==> config.mk <==
export PLATFORM = sky130hd
export DESIGN_NAME = mac_rr_scheduler_flat
export DESIGN_NICKNAME = d
export VERILOG_FILES = /design/src/rtl/mac_rr_scheduler_if.sv /design/src/rtl/mac_rr_scheduler.sv /design/src/flat_wrapper.sv
export SDC_FILE = /design/constraint.sdc
export NUM_CORES = 2
export LEC_CHECK = 0
export BUFFER_PORTS_ARGS = -buffer_cell sky130_fd_sc_hd__buf_2
export CORE_MARGIN = 5
export CORE_UTILIZATION = 40
export DETAILED_ROUTE_END_ITERATION = 8
export GPL_TIMING_DRIVEN = 0
export PLACE_DENSITY = 0.67
export SYNTH_ARGS = -nofsm -noshare
export SYNTH_HDL_FRONTEND = slang
export SYNTH_SLANG_ARGS = --single-unit
==> constraint.sdc <==
create_clock -name clk -period 12.7 [get_ports clk]
set_input_delay 2.54 -clock clk [delete_from_list [all_inputs] [get_ports clk]]
set_output_delay 2.54 -clock clk [all_outputs]
set_load 0.02 [all_outputs]
==> src/rtl/mac_rr_scheduler_if.sv <==
// Job request, element stream and result bus between vector producers,
// result consumers and the shared MAC scheduler.
interface mac_rr_scheduler_if #(
    parameter int NREQ = 4,
    parameter int DW   = 32,
    parameter int AW   = 64,
    parameter int LW   = 5,
    parameter int IW   = $clog2(NREQ)
);
    // Every stream is valid/ready: a transfer happens on a clock edge where
    // both are high; the source holds its payload stable until then.
    logic [NREQ-1:0]    req_valid;
    logic [NREQ*LW-1:0] req_len;
    logic [NREQ-1:0]    grant;
    logic [NREQ-1:0]    in_valid;
    logic [NREQ*DW-1:0] in_a;
    logic [NREQ*DW-1:0] in_b;
    logic [NREQ-1:0]    in_ready;
    logic               res_valid;
    logic               res_ready;
    logic [AW-1:0]      res_data;
    logic [IW-1:0]      res_id;
    logic               res_sat;
    logic               busy;

    modport master (
        output req_valid, req_len, in_valid, in_a, in_b, res_ready,
        input  grant, in_ready, res_valid, res_data, res_id, res_sat, busy
    );

    modport slave (
        input  req_valid, req_len, in_valid, in_a, in_b, res_ready,
        output grant, in_ready, res_valid, res_data, res_id, res_sat, busy
    );
endinterface

==> src/rtl/mac_rr_scheduler.sv <==
// Round-robin scheduler sharing one signed multiply-accumulate datapath.
// Define MAC_SAT_EN for a saturating accumulator and a sticky res_sat flag.
module mac_rr_scheduler #(
    parameter int NREQ   = 4,
    parameter int DW     = 32,
    parameter int AW     = 64,
    parameter int MAXLEN = 16,
    parameter int LW     = $clog2(MAXLEN + 1)
) (
    input  logic                clk,
    input  logic                rst,
    mac_rr_scheduler_if.slave   bus,
    output logic [1:0]          dbg_state
);
    localparam int IW = $clog2(NREQ);

    typedef enum logic [1:0] {IDLE, STREAM, DRAIN, RESULT} state_t;

    state_t                 state;
    logic [IW-1:0]          rr_ptr;
    logic [IW-1:0]          idx;
    logic [LW-1:0]          len;
    logic [LW-1:0]          count;
    logic                   drain_cnt;
    logic [NREQ-1:0]        grant_q;
    logic [NREQ-1:0]        in_ready_q;
    logic                   res_valid_q;
    logic [AW-1:0]          res_data_q;
    logic [IW-1:0]          res_id_q;
    logic                   res_sat_q;
    logic [AW-1:0]          acc;
    logic signed [2*DW-1:0] prod_q;
    logic                   prod_v;

    logic                   hi_found, lo_found;
    logic [IW-1:0]          hi_idx, lo_idx, sel_idx;
    logic [LW-1:0]          sel_len, sel_len_c;
    logic                   accept;
    logic signed [DW-1:0]   cur_a, cur_b;
    logic signed [AW-1:0]   prod_ext;
    logic [AW-1:0]          acc_next;

    // Arbitration: lowest requester at or above rr_ptr, else lowest overall.
    always_comb begin
        hi_found = 1'b0;
        lo_found = 1'b0;
        hi_idx   = '0;
        lo_idx   = '0;
        sel_len  = '0;
        accept   = 1'b0;
        cur_a    = '0;
        cur_b    = '0;
        for (int j = NREQ - 1; j >= 0; j--) begin
            if (bus.req_valid[j]) begin
                lo_found = 1'b1;
                lo_idx   = IW'(j);
                if (j >= int'(rr_ptr)) begin
                    hi_found = 1'b1;
                    hi_idx   = IW'(j);
                end
            end
        end
        sel_idx = hi_found ? hi_idx : lo_idx;
        for (int j = 0; j < NREQ; j++) begin
            if (IW'(j) == sel_idx) sel_len = bus.req_len[j*LW +: LW];
            if (IW'(j) == idx) begin
                accept = bus.in_valid[j] & in_ready_q[j];
                cur_a  = bus.in_a[j*DW +: DW];
                cur_b  = bus.in_b[j*DW +: DW];
            end
        end
        sel_len_c = (sel_len > LW'(MAXLEN)) ? LW'(MAXLEN) : sel_len;
    end

    assign prod_ext = AW'(prod_q);

`ifdef MAC_SAT_EN
    localparam logic [AW-1:0] ACC_MAX = {1'b0, {(AW-1){1'b1}}};
    localparam logic [AW-1:0] ACC_MIN = {1'b1, {(AW-1){1'b0}}};
    logic [AW:0] sum_wide;
    logic        ovf;
    logic        job_sat;

    // One guard bit detects signed overflow; clip toward the sign of the true sum.
    always_comb begin
        sum_wide = {acc[AW-1], acc} + {prod_ext[AW-1], prod_ext};
        ovf      = sum_wide[AW] ^ sum_wide[AW-1];
        if (ovf) acc_next = sum_wide[AW] ? ACC_MIN : ACC_MAX;
        else     acc_next = sum_wide[AW-1:0];
    end

    always_ff @(posedge clk or posedge rst) begin
        if (rst) begin
            job_sat <= 1'b0;
        end else if (state == IDLE && lo_found) begin
            job_sat <= 1'b0;
        end else if (prod_v && ovf) begin
            job_sat <= 1'b1;
        end
    end
`else
    assign acc_next = acc + prod_ext;
`endif

    always_ff @(posedge clk or posedge rst) begin
        if (rst) begin
            state       <= IDLE;
            rr_ptr      <= '0;
            idx         <= '0;
            len         <= '0;
            count       <= '0;
            drain_cnt   <= 1'b0;
            grant_q     <= '0;
            in_ready_q  <= '0;
            res_valid_q <= 1'b0;
            res_data_q  <= '0;
            res_id_q    <= '0;
            res_sat_q   <= 1'b0;
            acc         <= '0;
            prod_q      <= '0;
            prod_v      <= 1'b0;
        end else begin
            prod_v <= accept;
            if (accept) prod_q <= (2*DW)'(cur_a) * (2*DW)'(cur_b);
            if (prod_v) acc <= acc_next;
            case (state)
                IDLE: begin
                    if (lo_found) begin
                        idx       <= sel_idx;
                        len       <= sel_len_c;
                        count     <= '0;
                        grant_q   <= NREQ'(1) << sel_idx;
                        acc       <= '0;
                        res_sat_q <= 1'b0;
                        if (sel_len_c == '0) begin
                            state       <= RESULT;
                            res_valid_q <= 1'b1;
                            res_data_q  <= '0;
                            res_id_q    <= sel_idx;
                        end else begin
                            state      <= STREAM;
                            in_ready_q <= NREQ'(1) << sel_idx;
                        end
                    end
                end
                STREAM: begin
                    if (accept) begin
                        count <= count + 1'b1;
                        if (count == len - 1'b1) begin
                            in_ready_q <= '0;
                            drain_cnt  <= 1'b0;
                            state      <= DRAIN;
                        end
                    end
                end
                DRAIN: begin
                    // Second drain cycle: the last product has reached acc.
                    drain_cnt <= 1'b1;
                    if (drain_cnt) begin
                        state       <= RESULT;
                        res_valid_q <= 1'b1;
                        res_data_q  <= acc;
                        res_id_q    <= idx;
`ifdef MAC_SAT_EN
                        res_sat_q   <= job_sat;
`endif
                    end
                end
                RESULT: begin
                    if (bus.res_ready) begin
                        res_valid_q <= 1'b0;
                        grant_q     <= '0;
                        rr_ptr      <= (idx == IW'(NREQ - 1)) ? '0 : idx + 1'b1;
                        state       <= IDLE;
                    end
                end
                default: state <= IDLE;
            endcase
        end
    end

    assign bus.grant     = grant_q;
    assign bus.in_ready  = in_ready_q;
    assign bus.res_valid = res_valid_q;
    assign bus.res_data  = res_data_q;
    assign bus.res_id    = res_id_q;
    assign bus.res_sat   = res_sat_q;
    assign bus.busy      = (state != IDLE);
    assign dbg_state     = state;
endmodule
==> src/flat_wrapper.sv <==
// flat-port wrapper written by rule: the top's interface ports become plain ports
module mac_rr_scheduler_flat 
#(
    parameter int NREQ   = 4,
    parameter int DW     = 32,
    parameter int AW     = 64,
    parameter int MAXLEN = 16,
    parameter int LW     = $clog2(MAXLEN + 1)
)
  (clk, rst, dbg_state, bus_req_valid, bus_req_len, bus_in_valid, bus_in_a, bus_in_b, bus_res_ready, bus_grant, bus_in_ready, bus_res_valid, bus_res_data, bus_res_id, bus_res_sat, bus_busy);
  mac_rr_scheduler_if #(.NREQ(NREQ), .DW(DW), .AW(AW), .LW(LW)) bus_i ();
  input  logic clk;
  input  logic rst;
  output logic [1:0] dbg_state;
  input wire logic [$bits(bus_i.req_valid)-1:0] bus_req_valid;
  input wire logic [$bits(bus_i.req_len)-1:0] bus_req_len;
  input wire logic [$bits(bus_i.in_valid)-1:0] bus_in_valid;
  input wire logic [$bits(bus_i.in_a)-1:0] bus_in_a;
  input wire logic [$bits(bus_i.in_b)-1:0] bus_in_b;
  input wire logic [$bits(bus_i.res_ready)-1:0] bus_res_ready;
  output wire logic [$bits(bus_i.grant)-1:0] bus_grant;
  output wire logic [$bits(bus_i.in_ready)-1:0] bus_in_ready;
  output wire logic [$bits(bus_i.res_valid)-1:0] bus_res_valid;
  output wire logic [$bits(bus_i.res_data)-1:0] bus_res_data;
  output wire logic [$bits(bus_i.res_id)-1:0] bus_res_id;
  output wire logic [$bits(bus_i.res_sat)-1:0] bus_res_sat;
  output wire logic [$bits(bus_i.busy)-1:0] bus_busy;
  assign bus_i.req_valid = bus_req_valid;
  assign bus_i.req_len = bus_req_len;
  assign bus_i.in_valid = bus_in_valid;
  assign bus_i.in_a = bus_in_a;
  assign bus_i.in_b = bus_in_b;
  assign bus_i.res_ready = bus_res_ready;
  assign bus_grant = bus_i.grant;
  assign bus_in_ready = bus_i.in_ready;
  assign bus_res_valid = bus_i.res_valid;
  assign bus_res_data = bus_i.res_data;
  assign bus_res_id = bus_i.res_id;
  assign bus_res_sat = bus_i.res_sat;
  assign bus_busy = bus_i.busy;
  mac_rr_scheduler #(.NREQ(NREQ), .DW(DW), .AW(AW), .MAXLEN(MAXLEN), .LW(LW)) u_core (.clk(clk), .rst(rst), .bus(bus_i), .dbg_state(dbg_state));
endmodule
==> reports/qor.txt <==
status -> complete, but fails checks
failing checks -> max-capacitance violations, max-slew violations, negative setup slack
Syn Std Cell Area -> 49,700 sq um
fin crit period -> 12.76 ns
IO Pins -> 366
final setup margin -> -0.0552 ns
Synth top area share -> 43.7%
DR DRC count -> 0
ys async rst share -> 100%
worst skew pair latency -> 0.55 ns
Crit-path slowest cell -> clkbuf_1
Vias -> 43,400
synth warn -> 0
core area -> 123,000 sq um
RSZ-0062 raised after global routing -> true
Die Wd -> 362 um
Root Buffer -> clkbuf_16
endpoints failing setup -> 1
Hold Buf Count CTS -> 0
#FFs+latches synth -> 221
mean number of vias per cell -> 5.67
Total GRT Usage -> 35.4%
Slew Viols, Final -> 20
final core occ -> 44.4%
reg2reg start -> u_core.idx[1]
mean post-synth cell area -> 8.88 sq um
most frequent cells in the layout -> 1,081 x fa_1, 980 x inv_1, 775 x nor2_1
clock transition at the registers of the reported paths -> 0.07 ns
initial antenna violation count -> 13
Initial DRC Count -> 4,666
cells after synthesis -> 5,595
Crit path top cell by count -> fa_1
Synth area leader -> fa_1
Rel. slew slack -> -4.83%
Fillers -> 12,400
largest net degree at the start of global routing -> 99
1st-pass router iterations -> 6
Post-synth EDFFs -> 0
Area contributors post-synth -> fa_1 44%, dfrtp_1 11%, inv_1 7.4%
area occupied by multi-input gates -> 39,400 sq um
worst-path maximum fanout -> 11
Worst setup startpoint -> u_core.idx[1]
DRT Wirelength -> 235,000 um
Die Height -> 362 um
final non-filler cell total -> 7,648
site row count -> 129
top_reg_cell synth -> dfrtp_1
Worst Skew -> 0.0152 ns
gp weighted congestion -> 1.10
HPWL Detailed -> 197,000 um
slowest stage delay, CP -> 1.20 ns
final design instance area without fill -> 54,800 sq um
placed cell area -> 53,800 sq um
Num Clock Sinks -> 221
Hold Fails Final Rpt -> 0
ANT nets after route -> 0
FF+latch area -> 5530 sq um
Initial Utilization -> 40.2%
Num CTS Buffers -> 22
Arr. time, crit path -> 13.13 ns
htree depth -> 1
Unique masters post-synth -> 79
Placed Cells -> 7,608
I/O Buffers -> 364
CP Launch Type -> register
post-synthesis sequential area ratio -> 11.1%
first-pass GRT wire length -> 330,000 um
min-delay src -> u_core.prod_ext[5]
Peak Freq -> 78.4 MHz
Routed WL per cell -> 30.8 um
max cap viols -> 2
min-delay worst type -> reg2reg
final period utilization -> 100%
post-synth net total -> 7,222
number of global-route vias before repair -> 44,500
hold slack -> 0.489 ns
most common cell after layout, fill and taps aside -> fa_1
CP required -> 13.08 ns
Area growth, synth to finish -> 10.4%
die area -> 131,000 sq um
crit end category -> register
actual slew at the worst max-slew pin -> 1.57 ns
CTS tree -> done
GRT Residual Overflow -> 0
Clock Path Buffers -> 3
final net count -> 7,614
layout cell share with drive strength beyond 1 -> 9.58%
kind of critical path -> reg2reg
[through the flow]
stage                     TNS (ns)  setup WS [ns]
after floorplan                  0           2.07
after global placement      -34.65          -1.87
after detailed placement    -34.83          -1.92
after CTS                        0         0.0191
after global routing       -0.0669        -0.0669
final                      -0.0552        -0.0552
[routing by layer]
metal	GRT usage, %	up-vias	share of wire (%)
met3	12.3	498	12
li1	-	18200	-
met5	0	-	0.012
met4	15.4	6	5.7
met1	46.0	22100	39
met2	54.0	2608	43
[timing repair]
action,4_1_cts,5_1_grt
setup endpoints to repair,32,17
setup buffers,0,0
hold endpoints to repair,0,0
gates resized for setup,32,104
cloned,0,0
[kinds of logic after synthesis]
| kind of cell | synth area share, % |
|---|---|
| muxes | 1.17 |
| other | 0.00755 |
| DFF | 11.1 |
| AOI/OAI and AO/OA | 11.5 |
| and+or+nand+nor | 14.1 |
| adders and majority gates | 50.1 |
| xor gates and xnor gates | 2.05 |
| buffers and inverters | 9.91 |
[worst max-delay path: cells and delay by family (launching register included)]
family                   cells  cell delay (ns)
adder cells (fa/ha/maj)     10             4.92
buffers and inverters        9             3.21
AO/OA/AOI/OAI                8             2.77
AND/OR/NAND/NOR              7             1.00
flip-flops                   1             0.43
multiplexers                 1             0.25
[flip-flops by register name, indices dropped and copies added, names as in the netlist]
| signal | flops |
|---|---|
| u_core.bus.grant | 4 |
| u_core.count | 5 |
| u_core.bus.res_data | 64 |
| u_core.prod_v | 1 |
| u_core.bus.res_id | 2 |
| u_core.len | 5 |
| u_core.bus.in_ready | 4 |
| u_core.rr_ptr | 2 |
| u_core.idx | 2 |
| u_core.prod_ext | 64 |
| u_core.drain_cnt | 1 |
| u_core.dbg_state | 2 |
| u_core.acc | 64 |
| u_core.bus.res_valid | 1 |
[final cells by class]
class,count,share of cell area (%)
multi-input cells,4088,71.9
flip-flops and latches,221,10.1
inverters,983,6.75
well taps,1637,3.74
repair buffers,376,3.68
plain buffers,295,2.36
clock buffers,31,1.23
clock inverters,9,0.187
diodes,8,0.0365
[cell usage after synthesis (11+ instances only)]
| cell | number |
|---|---|
| nor2b_1 | 18 |
| and2_1 | 22 |
| a211oi_1 | 30 |
| fa_1 | 1083 |
| o31ai_1 | 18 |
| o21a_1 | 13 |
| a31oi_1 | 20 |
| or2_2 | 19 |
| o21bai_1 | 22 |
| nor3_1 | 34 |
| a22oi_1 | 64 |
| inv_1 | 981 |
| o211ai_1 | 19 |
| xor2_1 | 53 |
| nand3_1 | 30 |
| mux2i_1 | 47 |
| buf_1 | 28 |
| nor2_1 | 785 |
| buf_6 | 11 |
| o21ai_0 | 132 |
| a21oi_1 | 287 |
| dfrtp_1 | 221 |
| xnor2_1 | 63 |
| o21ai_1 | 15 |
| nand2b_1 | 36 |
| ha_1 | 257 |
| nand4_1 | 33 |
| clkbuf_1 | 257 |
| a22o_1 | 69 |
| a21o_1 | 126 |
| nand2_1 | 643 |
[final timing paths]
path / end / slack (ns) / cells past startpoint
worst min-delay path: u_core.prod_ext[5] / 0.49 / 2
worst min register to register: u_core.prod_ext[5] / 0.49 / 2
worst max register to register: u_core.prod_ext[63] / -0.06 / 35
min in group asynchronous: u_core.len[2] / 1.97 / 2
max in group asynchronous: u_core.bus.res_data[10] / 9.53 / 4
worst max-delay path: u_core.prod_ext[63] / -0.06 / 35
Power is left out: the tool's default activity adds up to more than one toggle a clock period on the data nets, which glitch-free logic cannot reach.
